===== config.mk =====
export PLATFORM = sky130hd
export DESIGN_NAME = vga_timing_gen
export DESIGN_NICKNAME = d
export VERILOG_FILES = /design/src/rtl/vga_timing_gen.sv
export SDC_FILE = /design/constraint.sdc
export NUM_CORES = 1
export LEC_CHECK = 0
export BUFFER_PORTS_ARGS = -buffer_cell sky130_fd_sc_hd__buf_2
export CORE_MARGIN = 2
export CORE_UTILIZATION = 50
export CTS_CLUSTER_SIZE = 12
export DETAILED_ROUTE_END_ITERATION = 7
export PLACE_DENSITY_LB_ADDON = 0.05
export SYNTH_ARGS = -nofsm -noshare
export SYNTH_HDL_FRONTEND = slang
export SYNTH_SLANG_ARGS = --single-unit

===== constraint.sdc =====
create_clock -name vga_clk -period 2.9 [get_ports vga_clk]
set_input_delay 0.87 -clock vga_clk [delete_from_list [all_inputs] [get_ports vga_clk]]
set_output_delay 0.87 -clock vga_clk [all_outputs]
set_load 0.03 [all_outputs]

===== src/rtl/vga_timing_gen.sv =====
// vga_timing_gen: 640x480@60 Hz VGA raster timing generator
// Ports: vga_clk pixel clock; reset async active-high; DrawX/DrawY raster position;
//        hs/vs active-low syncs; blank 1 = visible; frame_start pulse at (0,0);
//        frame_count (16b, only with VGA_TIMING_FRAME_COUNT_EN) frames since reset.
module vga_timing_gen #(
  parameter int H_VISIBLE = 640,
  parameter int H_FRONT   = 16,
  parameter int H_SYNC    = 96,
  parameter int H_BACK    = 48,
  parameter int V_VISIBLE = 480,
  parameter int V_FRONT   = 10,
  parameter int V_SYNC    = 2,
  parameter int V_BACK    = 33
) (
  input  logic       vga_clk,
  input  logic       reset,
  output logic [9:0] DrawX,
  output logic [9:0] DrawY,
  output logic       hs,
  output logic       vs,
  output logic       blank,
  output logic       frame_start
`ifdef VGA_TIMING_FRAME_COUNT_EN
  ,output logic [15:0] frame_count
`endif
);
  localparam int H_TOTAL = H_VISIBLE + H_FRONT + H_SYNC + H_BACK;
  localparam int V_TOTAL = V_VISIBLE + V_FRONT + V_SYNC + V_BACK;
  localparam logic [9:0] H_LAST = 10'(H_TOTAL - 1);
  localparam logic [9:0] V_LAST = 10'(V_TOTAL - 1);
  localparam logic [9:0] H_VIS  = 10'(H_VISIBLE);
  localparam logic [9:0] V_VIS  = 10'(V_VISIBLE);
  localparam logic [9:0] HS_BEG = 10'(H_VISIBLE + H_FRONT);
  localparam logic [9:0] HS_END = 10'(H_VISIBLE + H_FRONT + H_SYNC);
  localparam logic [9:0] VS_BEG = 10'(V_VISIBLE + V_FRONT);
  localparam logic [9:0] VS_END = 10'(V_VISIBLE + V_FRONT + V_SYNC);
  logic [9:0] hc_q, hc_d, vc_q, vc_d;
  logic       hs_q, hs_d, vs_q, vs_d, blank_q, blank_d, fs_q, fs_d;
  // Syncs and flags decode the next counter values so they align with DrawX/DrawY.
  always_comb begin
    hc_d    = (hc_q == H_LAST) ? '0 : hc_q + 10'd1;
    vc_d    = (hc_q != H_LAST) ? vc_q : (vc_q == V_LAST) ? '0 : vc_q + 10'd1;
    hs_d    = !(hc_d >= HS_BEG && hc_d < HS_END);
    vs_d    = !(vc_d >= VS_BEG && vc_d < VS_END);
    blank_d = (hc_d < H_VIS) && (vc_d < V_VIS);
    fs_d    = (hc_d == '0) && (vc_d == '0);
  end
  always_ff @(posedge vga_clk or posedge reset)
    if (reset) begin
      hc_q    <= H_LAST;
      vc_q    <= V_LAST;
      hs_q    <= 1'b1;
      vs_q    <= 1'b1;
      blank_q <= 1'b0;
      fs_q    <= 1'b0;
    end else begin
      hc_q    <= hc_d;
      vc_q    <= vc_d;
      hs_q    <= hs_d;
      vs_q    <= vs_d;
      blank_q <= blank_d;
      fs_q    <= fs_d;
    end
  assign DrawX       = hc_q;
  assign DrawY       = vc_q;
  assign hs          = hs_q;
  assign vs          = vs_q;
  assign blank       = blank_q;
  assign frame_start = fs_q;
`ifdef VGA_TIMING_FRAME_COUNT_EN
  logic [15:0] fc_q, fc_d;
  always_comb fc_d = fs_d ? fc_q + 16'd1 : fc_q;
  always_ff @(posedge vga_clk or posedge reset)
    if (reset) fc_q <= '0;
    else fc_q <= fc_d;
  assign frame_count = fc_q;
`endif
endmodule


After elaboration in Yosys (flattened, before gate mapping) --
Cells that the tools add are included.
Operators by class: add/sub/neg operators 2, $lt $le $gt $ge 6, equal/unequal tests 3, multiplexer cells 3, reduce and logical (&&, ||, !) cells 8
Operators by type and width (count):
- $mux 10 | 3
- $add 10x1->10 const B | 2
- $eq 10x10->1 const B | 2
- $logic_not 10->1 | 2
- $lt 10x10->1 const B | 2
- $lt 10x9->1 const B | 2
- $ge 10x10->1 const B | 1
- $ge 10x9->1 const B | 1
- $ne 10x10->1 const B | 1
- $logic_and 1x1->1 | 4
- $logic_not 1->1 | 2
Word-level totals: bits in registers 24, bits of input ports 2, output and inout bits 24, word-level logic and storage cells 28

Logic depth before layout (Yosys ltp) --
word-level depth 6, mapped depth 8, depth with buffers taken out 8

Worst setup path before layout --
OpenSTA, ideal clock, no wires.
path kind reg2reg, start point register hc_q[0] (netlist: DrawX[0]), end point register fs_q (netlist: frame_start), setup time 0.094 ns, data arrival time 2.504 ns, data required time 2.806 ns, setup slack 0.302 ns, stages on the path, launching flop included 8, buffers on the path 0, period minus slack after synthesis 2.598 ns, cell sequence dfstp_2 -> ha_1 -> and4_1 -> nand3_1 -> o21ai_0 -> o2111ai_1 -> or4_4 -> nor4b_4
On the way: longest elaborated chain between the ends 4, elaborated cells on any way between the ends 8, those cells by class add/sub (1); eq/ne (2); mux (2); reduce/logical (3)
RTL lines:
- start: declaration | line 37 | logic [9:0] hc_q, hc_d, vc_q, vc_d;
- start signal: assignment | line 50 | hc_q <= H_LAST;
- start signal: assignment | line 57 | hc_q <= hc_d;
- $add 10x1->10 (tied with other cells) | line 41 | hc_d = (hc_q == H_LAST) ? '0 : hc_q + 10'd1;
- $mux 10, on equally long branches | line 41, 42
- $logic_not 10->1 | line 46 | fs_d = (hc_d == '0) && (vc_d == '0);
- $logic_and 1x1->1 * | line 46
- named net fs_d | line 38 | logic hs_q, hs_d, vs_q, vs_d, blank_q, blank_d, fs_q, fs_d;
- end signal: assignment | line 62 | fs_q <= fs_d;
- end: declaration | line 38
Mark *: on every way through the listed nets, which the timed path passes. The rest lies on a longest branch.

Worst setup path after layout --
Same ends and word-level chain as after synthesis.

==> results.py <==
metrics = {
    "run_status": {
        "status": "finished clean",
    },
    "global_route": {
        "overflow": 0,
        "grt_usage": 0.214,
        "grt_pass1_vias": 1257,
        "grt_pass1_wl_um": 5530,
        "grt_max_degree": 25,
        "antenna_found_initial": 0,
    },
    "clock_tree": {
        "clk_latency_ns": 0.31,
        "root_buffer": "clkbuf_4",
        "post_cts_buffers": 0,
        "cts_hold_buf": 0,
        "cts_max_level": 1,
        "cts_tree": "done",
        "clk_pin_slew_ns": 0.13,
        "post_cts_resized": 0,
        "cts_max_path_buffers": 2,
        "cts_inserted_buffers": 3,
        "clock_sinks": 24,
    },
    "pwr": {
        "leakage_nw": 0.729,
        "ir_drop_mv": 0.294,
        "pwr_density_cell_mw_per_mm2": 319,
        "finalPower_uw": 521,
    },
    "logic_synthesis": {
        "ys.flop_type": "dfstp_2",
        "ys_ff_latch": 24,
        "synth_top_area_share": 0.220,
        "synth_area_mm2": 0.00144,
        "yosys.cell_types.count": 47,
        "yosys.area.top_type": "dfstp_2",
        "synth-edff-count": 0,
        "postSynthAreaPerCell_um2": 9.71,
        "ys_top_cells_by_area": "dfstp_2, dfrtp_1, xnor2_1",
        "synthArstFlopShare": 1.00,
        "syn_inst": 148,
        "synth_fp_nets": 153,
        "yosysSeqAreaShare": 0.429,
        "synth_top_cells_by_count": "dfrtp_1, dfstp_2, nor2_1",
        "ys_warn_count": 0,
    },
    "drt": {
        "dr.pass1.iters": 4,
        "routedWlPerCell_um": 15.8,
        "vias_per_cell": 5.93,
        "drtIter0Drc": 36,
        "totalWireLength_um": 3230,
        "drcViolationCount": 0,
        "num_vias": 1216,
        "antenna_left": 0,
    },
    "floorplanning": {
        "start_util": 0.525,
        "dieArea_mm2": 0.00332,
        "die_y_um": 57.6,
        "core_mm2": 0.00273,
        "io_pins": 26,
        "std_cell_rows": 19,
        "die_width_um": 57.6,
    },
    "sta": {
        "fin_ws_ns": 0.326,
        "finalHoldViolCount": 0,
        "max_freq_mhz": 388,
        "final.setup_skew_ns": 0.00561,
        "maxSlewViolCount": 0,
        "tightest_slew_ns": 0.386,
        "rsz0062_at_grt": "no",
        "finalCriticalPeriod_ns": 2.57,
        "period_share": 0.888,
        "maxSlewHeadroom": 0.741,
        "setup_viol": 0,
        "fin_setup_tns_ns": 0,
    },
    "worst_setup_path": {
        "regToRegSetupSlack_ns": 0.33,
        "cpPeakStageDelay_ns": 0.58,
        "crit_slowest_cell": "dfstp_2",
        "reg2reg_to": "frame_start",
        "crit_path_start": "DrawX[0]",
        "path_max_fanout": 7,
        "cp-end-kind": "flop",
        "arrival_ns": 2.81,
        "critPathTopFamily": "simple AND/OR/NAND/NOR gates",
        "startpoint_type": "flop",
        "worstPathCellList": "ha_1, and4_1, nand3_1, o21ai_0, o2111ai_1, or4_4, nor4b_4",
        "critical_path_class": "reg2reg",
        "worst-path-buf-inv": 0,
        "r2r-start": "DrawX[0]",
        "r2r_cells": 7,
        "required_ns": 3.13,
    },
    "placement": {
        "gp_congestion": 0.882,
        "dpl.hpwl_um": 2400,
        "place_area_mm2": 0.00160,
        "io_buffers": 25,
        "dp_slack_ns": 0.365,
    },
    "min_path": {
        "hold_class": "reg2reg",
        "min_from": "DrawX[0]",
        "hold_depth": 1,
        "holdPathEnd": "DrawX[0]",
    },
    "cells_and_area": {
        "drive_gt1_frac": 0.328,
        "antenna_cells": 0,
        "area_growth_pct": 13.7,
        "final_area_mm2": 0.00163,
        "nets": 180,
    },
    "job": {
        "drv_cap": 0,
    },
}
cell type report:
class,instances,area [um2]
inverter,10,37.5
timing repair buffer,30,163
sequential,24,616
clock buffer,4,36.3
fill,247,1100
multi-input combinational,106,742
tap,31,38.8
sequential cells by signal, indices dropped and copies added (netlist names):
| name | count |
|---|---|
| hs | 1 |
| blank | 1 |
| vs | 1 |
| DrawY | 10 |
| DrawX | 10 |
| frame_start | 1 |
layout by cell type (no fill, tap or decap), drive strengths merged, types with 4 or more instances in the layout:
| master | synthesis | routed |
|---|---|---|
| inv | 10 | 10 |
| nor2 | 11 | 11 |
| dfstp | 12 | 12 |
| nand4 | 7 | 7 |
| nand3 | 8 | 8 |
| and3 | 4 | 4 |
| buf | 4 | 30 |
| clkbuf | 4 | 4 |
| nand2 | 8 | 8 |
| xnor2 | 7 | 7 |
| a21oi | 5 | 5 |
| nor3 | 4 | 4 |
| dfrtp | 12 | 12 |
| o21ai | 9 | 9 |
| xor2 | 5 | 5 |
worst max-delay path by stage:
stage	to	slack, ns	depth (start not counted)
after global placement	frame_start	0.45	8
after CTS	frame_start	0.32	7
after floorplan	frame_start	0.30	7
after global routing	frame_start	0.21	7
final	frame_start	0.33	7
after detailed placement	frame_start	0.36	7
metal layers:
layer / wire (um) / track usage / vias to the layer above / part of all wire
li1: - / - / 590 / -
met1: 1480 / 0.273 / 589 / 0.46
met2: 1630 / 0.360 / 31 / 0.50
met3: 100 / 0.0272 / 6 / 0.031
met4: 30 / 0.0997 / 0 / 0.0093
met5: 0 / 0 / - / 0
worst register-to-register path, stage by stage (launching register included):
cell and delay (ns):
dfstp_2 0.58, ha_1 0.17, and4_1 0.27, nand3_1 0.23, o21ai_0 0.30, o2111ai_1 0.16, or4_4 0.51, nor4b_4 0.27
where the power goes:
part           internal (mW)  leakage [nW]  switching (mW)  total [mW]
logic                0.00147         0.426         0.00664     0.00811
clock network         0.0767        0.0210           0.100       0.177
registers              0.336         0.282               0       0.336
total                  0.414         0.729           0.107       0.521
cell families after synthesis:
kind of cell	Yosys count	share of synthesized area
XOR/XNOR	12	0.0732
multiplexers	2	0.0139
AO/OA/AOI/OAI	31	0.147
buffers and inverters	18	0.0549
AND/OR/NAND/NOR	58	0.256
adder cells (fa/ha/maj)	3	0.0261
flip-flops	24	0.429
per-stage QoR:
stage                     std cells  utilization  hold WS [ns]
final                           205        0.597         0.544
after global placement          201        0.584         0.510
after global routing            205        0.597         0.586
after floorplan                 148            -         0.565
after detailed placement        201        0.584         0.519
after CTS                       205        0.597         0.552
No activity file was read; power rests on OpenSTA's default activity.
